## config.mk

```make
export PLATFORM = sky130hd
export DESIGN_NAME = if_id_stage
export DESIGN_NICKNAME = d
export VERILOG_FILES = /design/src/rtl/if_id_stage.sv
export SDC_FILE = /design/constraint.sdc
export NUM_CORES = 1
export LEC_CHECK = 0
export BUFFER_PORTS_ARGS = -buffer_cell sky130_fd_sc_hd__buf_4
export CAP_MARGIN = 20
export CORE_ASPECT_RATIO = 0.9
export CORE_MARGIN = 10
export CORE_UTILIZATION = 40
export DETAILED_ROUTE_END_ITERATION = 7
export HOLD_SLACK_MARGIN = 0.05
export PLACE_DENSITY = 0.72
export SYNTH_ARGS = -nofsm -noshare
export SYNTH_HDL_FRONTEND = slang
export SYNTH_SLANG_ARGS = --single-unit
export TNS_END_PERCENT = 100
```

## constraint.sdc

```tcl
create_clock -name clk_i -period 1.88 [get_ports clk_i]
set_input_delay 0.282 -clock clk_i [delete_from_list [all_inputs] [get_ports clk_i]]
set_output_delay 0.282 -clock clk_i [all_outputs]
set_load 0.01 [all_outputs]
```

## src/rtl/if_id_stage.sv

```systemverilog
// IF/ID pipeline register with load-use hazard detection, branch flush and freeze.
// Optional stall counter port StallCnt_o is built when IF_ID_STALL_CNT_EN is defined.
module if_id_stage (
  input  logic        clk_i,
  input  logic        rst_i,
  input  logic [31:0] PC_i,
  input  logic [31:0] Instr_i,
  input  logic        Flush_i,
  input  logic        Freeze_i,
  input  logic        IDEX_MemRead_i,
  input  logic [4:0]  IDEX_RDaddr_i,
  output logic [31:0] PC_o,
  output logic [31:0] Instr_o,
  output logic        Valid_o,
  output logic        PCWrite_o,
  output logic        NoOp_o
`ifdef IF_ID_STALL_CNT_EN
  ,
  output logic [31:0] StallCnt_o
`endif
);

  localparam int unsigned XLEN = 32;
  localparam logic [XLEN-1:0] NOP_INSTR = 32'h0000_0013;

  typedef enum logic {ST_EMPTY = 1'b0, ST_FULL = 1'b1} state_t;

  state_t          r_state;
  state_t          w_state_nxt;
  logic [XLEN-1:0] r_pc;
  logic [XLEN-1:0] r_instr;
  logic [XLEN-1:0] w_pc_nxt;
  logic [XLEN-1:0] w_instr_nxt;
  logic            w_valid;
  logic            w_hazard;

  assign w_valid = (r_state == ST_FULL);

  // Load in ID/EX whose destination feeds rs1 or rs2 of the instruction in ID.
  assign w_hazard = w_valid & IDEX_MemRead_i & (IDEX_RDaddr_i != 5'd0) &
                    ((IDEX_RDaddr_i == r_instr[19:15]) | (IDEX_RDaddr_i == r_instr[24:20]));

  always_ff @(posedge clk_i or posedge rst_i) begin
    if (rst_i) begin
      r_state <= ST_EMPTY;
      r_pc    <= '0;
      r_instr <= NOP_INSTR;
    end else begin
      r_state <= w_state_nxt;
      r_pc    <= w_pc_nxt;
      r_instr <= w_instr_nxt;
    end
  end

  // Freeze beats hazard beats flush; a stalled branch must wait for its operands.
  always_comb begin
    w_state_nxt = r_state;
    w_pc_nxt    = r_pc;
    w_instr_nxt = r_instr;
    if (Freeze_i || w_hazard) begin
      w_state_nxt = r_state;
    end else if (Flush_i) begin
      w_state_nxt = ST_EMPTY;
      w_pc_nxt    = PC_i;
      w_instr_nxt = NOP_INSTR;
    end else begin
      w_state_nxt = ST_FULL;
      w_pc_nxt    = PC_i;
      w_instr_nxt = Instr_i;
    end
  end

  always_comb begin
    PC_o      = r_pc;
    Instr_o   = r_instr;
    Valid_o   = w_valid;
    NoOp_o    = w_hazard;
    PCWrite_o = ~w_hazard & ~Freeze_i;
  end

`ifdef IF_ID_STALL_CNT_EN
  logic [XLEN-1:0] r_stall_cnt;

  // Saturating count of load-use stall edges that actually took effect.
  always_ff @(posedge clk_i or posedge rst_i) begin
    if (rst_i) begin
      r_stall_cnt <= '0;
    end else if (w_hazard && !Freeze_i && (r_stall_cnt != {XLEN{1'b1}})) begin
      r_stall_cnt <= r_stall_cnt + XLEN'(1);
    end
  end

  assign StallCnt_o = r_stall_cnt;
`endif

endmodule

```

==> results by group, run 1 <==
Clock network
  – CTS H-tree depth: 3
  – Number of CTS-inserted buffers: 9
  – Clk pin slew, worst setup/hold paths: 0.08 ns
  – CTS Sinks: 65
  – CTS tree: done
  – CTS max path bufs: 2
  – Clock Latency Late Sink: 0.33 ns
  – Root Buffer: clkbuf_8

Final layout
  – Net count, final: 431
  – Final Instance Count excl. Fillers: 451
  – Fillers: 547
  – Layout cells sized above 1: 54.8%
  – P&R area growth vs syn: 54.3%
  – Ant diodes: 0

Placement
  – Final GP Congestion: 0.784
  – I/O Buffers: 140
  – Inst Count DP: 425
  – Estimated wirelength of the detail-placed design: 5600 um

Synthesis
  – Most numerous cell in the Yosys netlist: dfrtp_1
  – Synth Flop Type: dfrtp_1
  – Syn Area/Cell: 14.2 um^2
  – Post-synth top area share: 55.4%
  – Post-synth top area cell: dfrtp_1
  – Net Count, Synth: 271
  – Mapped Cells: 197
  – #FFs+latches synth: 65
  – Sequential fraction of the synthesis area: 58.2%
  – EDFF count, synth: 0
  – Distinct cell type count after synthesis: 21
  – Post-Syn Area: 2800 um^2
  – Synth area leaders: dfrtp_1 (55%), mux2_1 (18%), nor2b_1 (6.5%)
  – Yosys warns: 0
  – Async S/R FF share, synth: 100%
  – Post-synth top cells: dfrtp_1 (62), mux2_1 (46), nor2b_1 (29)

Power
  – Worst ir drop on vdd: 0.565 mV
  – Lkg Pwr: 0.00214 uW
  – Cell Pwr Density: 805 nW/um^2
  – Power, Total: 3480 uW

Global route
  – Initial antenna violation count: 0
  – Most used routing layer: met2
  – Grt ovf: 0
  – GR met2 Demand/Resource: 23.3%
  – Largest net degree at the start of global routing: 34
  – First-pass GRT wire length: 12300 um
  – Vias in the first global route: 2379
  – GRT met1 Usage: 16.0%
  – Global Route Usage Sum: 14.5%
  – Routing usage on met3: 7.55%

Timing
  – Worst slew margin: 59.7%
  – RSZ-0062 raised after global routing: yes
  – Final Hold Violating Endpoints: 0
  – Fin crit period: 1.85 ns
  – FMAX: 540 MHz
  – Period utilisation layout: 98.6%
  – Final setup vio count: 0
  – Max Slew Vio Count: 0
  – Worst Tran Pin Value: 0.603 ns
  – Clock skew: 0.0141 ns

Routing
  – Total routed wirelength: 7720 um
  – Via count: 2101
  – Vias per cell: 4.66
  – Post-route DRC violation count: 0
  – Drt first pass iters: 4
  – Drt wl/cell: 17.1 um
  – Detailed Route Iter0 Violations: 64
  – Post-route ant nets: 0

Worst setup path
  – Worst Path Required: 1.60 ns
  – Setup crit start kind: flip-flop
  – Setup CP Type: reg -> out
  – Arr. time, crit path: 1.57 ns
  – Crit path max fanout: 2
  – Worst Setup End Kind: primary output

Run status
  – Status: completed

Die
  – Row count: 28
  – Die width: 108 um
  – Die area: 10800 um^2
  – Boundary pin count: 141
  – Die Ht: 99.4 um
  – Initial core utilization: 41.8%
  – Area of the core: 6690 um^2

Job
  – Total of max-cap violations: 0

Worst hold path
  – Kind of path behind the tightest hold check: in -> reg
metal layers:
layer / routed length (um) / vias to the layer above
met3: 990 / 8
met2: 3640 / 87
met4: 67 / 0
met5: 0 / -
li1: - / 987
met1: 3020 / 1019
power by group:
group / leakage, uW / total [uW] / switching, uW / internal, uW
Combinational: 0.00126 / 835 / 335 / 500
Clock: 0.0000822 / 1010 / 502 / 504
Sequential: 0.000790 / 1640 / 84.5 / 1550
Total: 0.00214 / 3480 / 921 / 2560
cells in the final DEF (no fill, tap or decap):
master	instances
buf_6	1
nand2b_1	1
mux2_1	41
dfstp_2	3
dfrtp_1	62
clkinvlp_4	2
inv_1	4
buf_12	3
nand2_1	2
mux2_4	5
mux2_2	15
a21oi_4	1
xnor2_1	9
buf_8	1
o31a_1	1
xnor2_2	1
nand3_1	2
nor2b_1	29
clkbuf_8	10
mux2i_1	3
or3_1	1
buf_4	151
clkbuf_1	2
o311a_1	1
nor2_1	3
dlygate4sd3_1	1
and2_1	1
buf_16	2
o22ai_2	1
clkinv_2	2
registers in the layout, summed over array words and instances, names as in the netlist:
signal,cells
Instr_o,32
PC_o,32
Valid_o,1
worst max-delay path, stage by stage (launching register included):
cell     delay, ns
dfrtp_1       0.41
xnor2_2       0.14
nand3_1       0.11
o22ai_2       0.24
a21oi_4       0.11
buf_12        0.14
buf_6         0.11
layout make-up:
| cell class | instances | area [um^2] | area share [%] |
|---|---|---|---|
| Inverter | 5 | 22.5 | 0.521 |
| Tap cell | 90 | 113 | 2.61 |
| Multi-Input combinational cell | 117 | 1110 | 25.6 |
| Timing Repair Buffer | 159 | 1280 | 29.7 |
| Clock inverter | 3 | 17.5 | 0.405 |
| Clock buffer | 12 | 145 | 3.36 |
| Sequential cell | 65 | 1630 | 37.7 |
worst paths after layout:
path | from | to | slack, ns | cells after the start
max | Instr_o[16] | PCWrite_o | 0.03 | 6
min | PC_i[26] | PC_o[26] | 0.16 | 2
max reg2reg | Instr_o[16] | Instr_o[5] | 0.10 | 7
min reg2reg | Instr_o[4] | Instr_o[4] | 0.47 | 2
max in group asynchronous | rst_i | Instr_o[16] | 0.73 | 4
min in group asynchronous | rst_i | PC_o[26] | 0.59 | 3
through the flow:
stage | TNS [ns] | worst slack [ns] | hold slack [ns] | instance area [um^2] | util, %
finish | 0 | 0.0265 | 0.158 | 4320 | 64.6
global route | -0.148 | -0.0797 | 0.147 | 4320 | 64.6
CTS | 0 | 0.0121 | 0.148 | 4290 | 64.1
detailed placement | -12.75 | -0.225 | 0.380 | 3980 | 59.4
global placement | -10.33 | -0.180 | 0.388 | 3980 | 59.4
floorplan | 0 | 0.0210 | 0.417 | 2800 | -
cell families after synthesis:
logic type | Yosys count | share of synthesized area [%]
buffers and inverters | 15 | 3.66
DFF | 65 | 58.2
muxes | 64 | 25.6
and+or+nand+nor | 39 | 8.18
xor gates and xnor gates | 10 | 3.13
AOI/OAI and AO/OA | 4 | 1.21
what timing repair did:
item | in CTS | in global routing
setup buffers | 7 | 1
hold endpoints to repair | 21 | 0
hold buffers | 1 | 0
pin swaps | 6 | 5
endpoints found under the setup margin | 2 | 60
gates resized for setup | 2 | 10
cloned | 2 | 0
Power figures use the tool's default switching activity.
==> run 2: changes to the inputs <==
--- a/config.mk
+++ b/config.mk
@@ -6,8 +6,7 @@
 export NUM_CORES = 1
 export LEC_CHECK = 0
 export BUFFER_PORTS_ARGS = -buffer_cell sky130_fd_sc_hd__buf_4
-export CAP_MARGIN = 20
-export CORE_ASPECT_RATIO = 0.9
+export CORE_ASPECT_RATIO = 1.5
 export CORE_MARGIN = 10
 export CORE_UTILIZATION = 40
 export DETAILED_ROUTE_END_ITERATION = 7
==> run 2 against run 1 <==
Compared with the run above: first-iteration DRC count fell by 41%; power is 8.0% higher; non-clock buffer count rose by 1; utilization shrank 1.4 points.
==> results by group, run 2 (synthesis gave the netlist of run 1 again) <==
Run status
  – Status: completed

Power
  – Cell Pwr Density: 868 nW/um^2
  – Lkg Pwr: 0.00214 uW
  – Power, Total: 3760 uW
  – Worst ir drop on vdd: 0.574 mV

Final layout
  – Net count, final: 432
  – Most frequent cells in the layout: buf_4 (153), dfrtp_1 (62), mux2_1 (46), nor2b_1 (29), mux2_2 (15)
  – Fillers: 533
  – Final Instance Count excl. Fillers: 441
  – Commonest non-fill, non-tap cell in the layout: buf_4
  – Post-route cell area: 4330 um^2
  – Ant diodes: 0
  – P&R area growth vs syn: 54.5%
  – Layout cells sized above 1: 53.2%

Die
  – Die width: 88.3 um
  – Initial core utilization: 40.9%
  – Boundary pin count: 141
  – Die Ht: 122 um
  – Area of the core: 6850 um^2
  – Die area: 10800 um^2
  – Row count: 37

Timing
  – Final Hold Slack: 0.146 ns
  – Fin crit period: 1.86 ns
  – Clock skew: 0.00907 ns
  – Max Slew Vio Count: 0
  – Period utilisation layout: 98.7%
  – FMAX: 539 MHz
  – Final Hold Violating Endpoints: 0
  – Total Neg Setup Slack: 0 ns
  – RSZ-0062 raised after global routing: yes
  – Final setup vio count: 0
  – Worst Tran Pin Value: 0.495 ns
  – Worst slew margin: 67.0%

Clock network
  – Clock Latency Late Sink: 0.35 ns
  – CTS H-tree depth: 3
  – Root Buffer: clkbuf_8
  – Number of CTS-inserted buffers: 9
  – CTS max path bufs: 2
  – CTS Sinks: 65
  – CTS tree: done
  – Clk pin slew, worst setup/hold paths: 0.07 ns

Placement
  – Estimated wirelength of the detail-placed design: 6070 um
  – Post-DP Area: 3950 um^2
  – Inst Count DP: 412
  – Final GP Congestion: 0.734
  – I/O Buffers: 140

Worst setup path
  – Arr. time, crit path: 1.57 ns
  – Worst r2r src: Instr_o[21]
  – Worst Setup End Kind: primary output
  – Worst Path Required: 1.60 ns
  – CP Launch Point: Instr_o[17]
  – Setup crit start kind: flip-flop
  – Crit path max fanout: 2
  – Worst r2r path cells: 7
  – Setup CP Type: reg -> out

Global route
  – Vias in the first global route: 2288
  – Initial antenna violation count: 0
  – First-pass GRT wire length: 12100 um
  – Largest net degree at the start of global routing: 40
  – Grt ovf: 0
  – Global Route Usage Sum: 15.0%

Worst hold path
  – Min-delay src: PC_i[20]
  – Kind of path behind the tightest hold check: in -> reg
  – Min-Delay Path Depth: 2

Routing
  – Detailed Route Iter0 Violations: 38
  – Drt first pass iters: 3
  – Total routed wirelength: 8070 um
  – Drt wl/cell: 18.3 um
  – Post-route ant nets: 0
  – Via count: 2098
  – Vias per cell: 4.76
  – Post-route DRC violation count: 0

Job
  – Total of max-cap violations: 0
run 2: cell count changes in the layout (fill, tap and decap cells not counted), sizes merged:
cell / change
bufinv: +2
clkinv: -1
clkinvlp: -1
clkbuf: +2
run 2: worst paths after layout:
path,end,slack (ns)
worst min register to register,Instr_o[1],0.47
min in group asynchronous,PC_o[23],0.62
worst min-delay path,PC_o[20],0.15
max in group asynchronous,Instr_o[1],0.82
worst max register to register,Instr_o[14],0.10
worst max-delay path,PCWrite_o,0.02
run 2: critical path, cell delays in order (launching register included):
cell and delay [ns]:
dfrtp_1 0.40, xnor2_1 0.17, nand3_1 0.11, o22ai_2 0.22
a21oi_4 0.10, buf_12 0.13, buf_6 0.11
run 2: routing by layer:
| metal | share of wire, % | track usage, % |
|---|---|---|
| met2 | 57 | 27.8 |
| met4 | 3.0 | 8.32 |
| met5 | 0 | 0 |
| met3 | 7.3 | 5.57 |
| met1 | 33 | 13.3 |
run 2: per-stage QoR:
step | util, % | setup slack [ns]
floorplan | - | 0.0210
global placement | 57.7 | -0.152
detailed placement | 57.7 | -0.195
CTS | 62.6 | 0.00926
global route | 63.1 | -0.0778
finish | 63.1 | 0.0243
run 2: area by class of cell:
type	instances	area, um^2	area share [%]
Multi-Input combinational cell	117	1080	25.0
Sequential cell	65	1630	37.7
Inverter	5	22.5	0.521
Timing Repair Buffer	160	1280	29.6
Clock buffer	13	149	3.44
Clock inverter	3	65.1	1.50
Tap cell	78	97.6	2.26
run 2: what timing repair did:
item                                    in CTS  in global routing
pin swaps                                    5                  0
hold buffers                                 1                  0
cloned                                       1                  1
gates resized for setup                      2                  3
buffers inserted                             9                  1
endpoints found under the hold margin       26                  0
endpoints found under the setup margin       2                 28
run 2: report_power, final:
group          switching [uW]  internal, uW  leakage, uW
clock network             511           782     0.000108
logic                     337           488      0.00124
registers                85.2          1550     0.000790
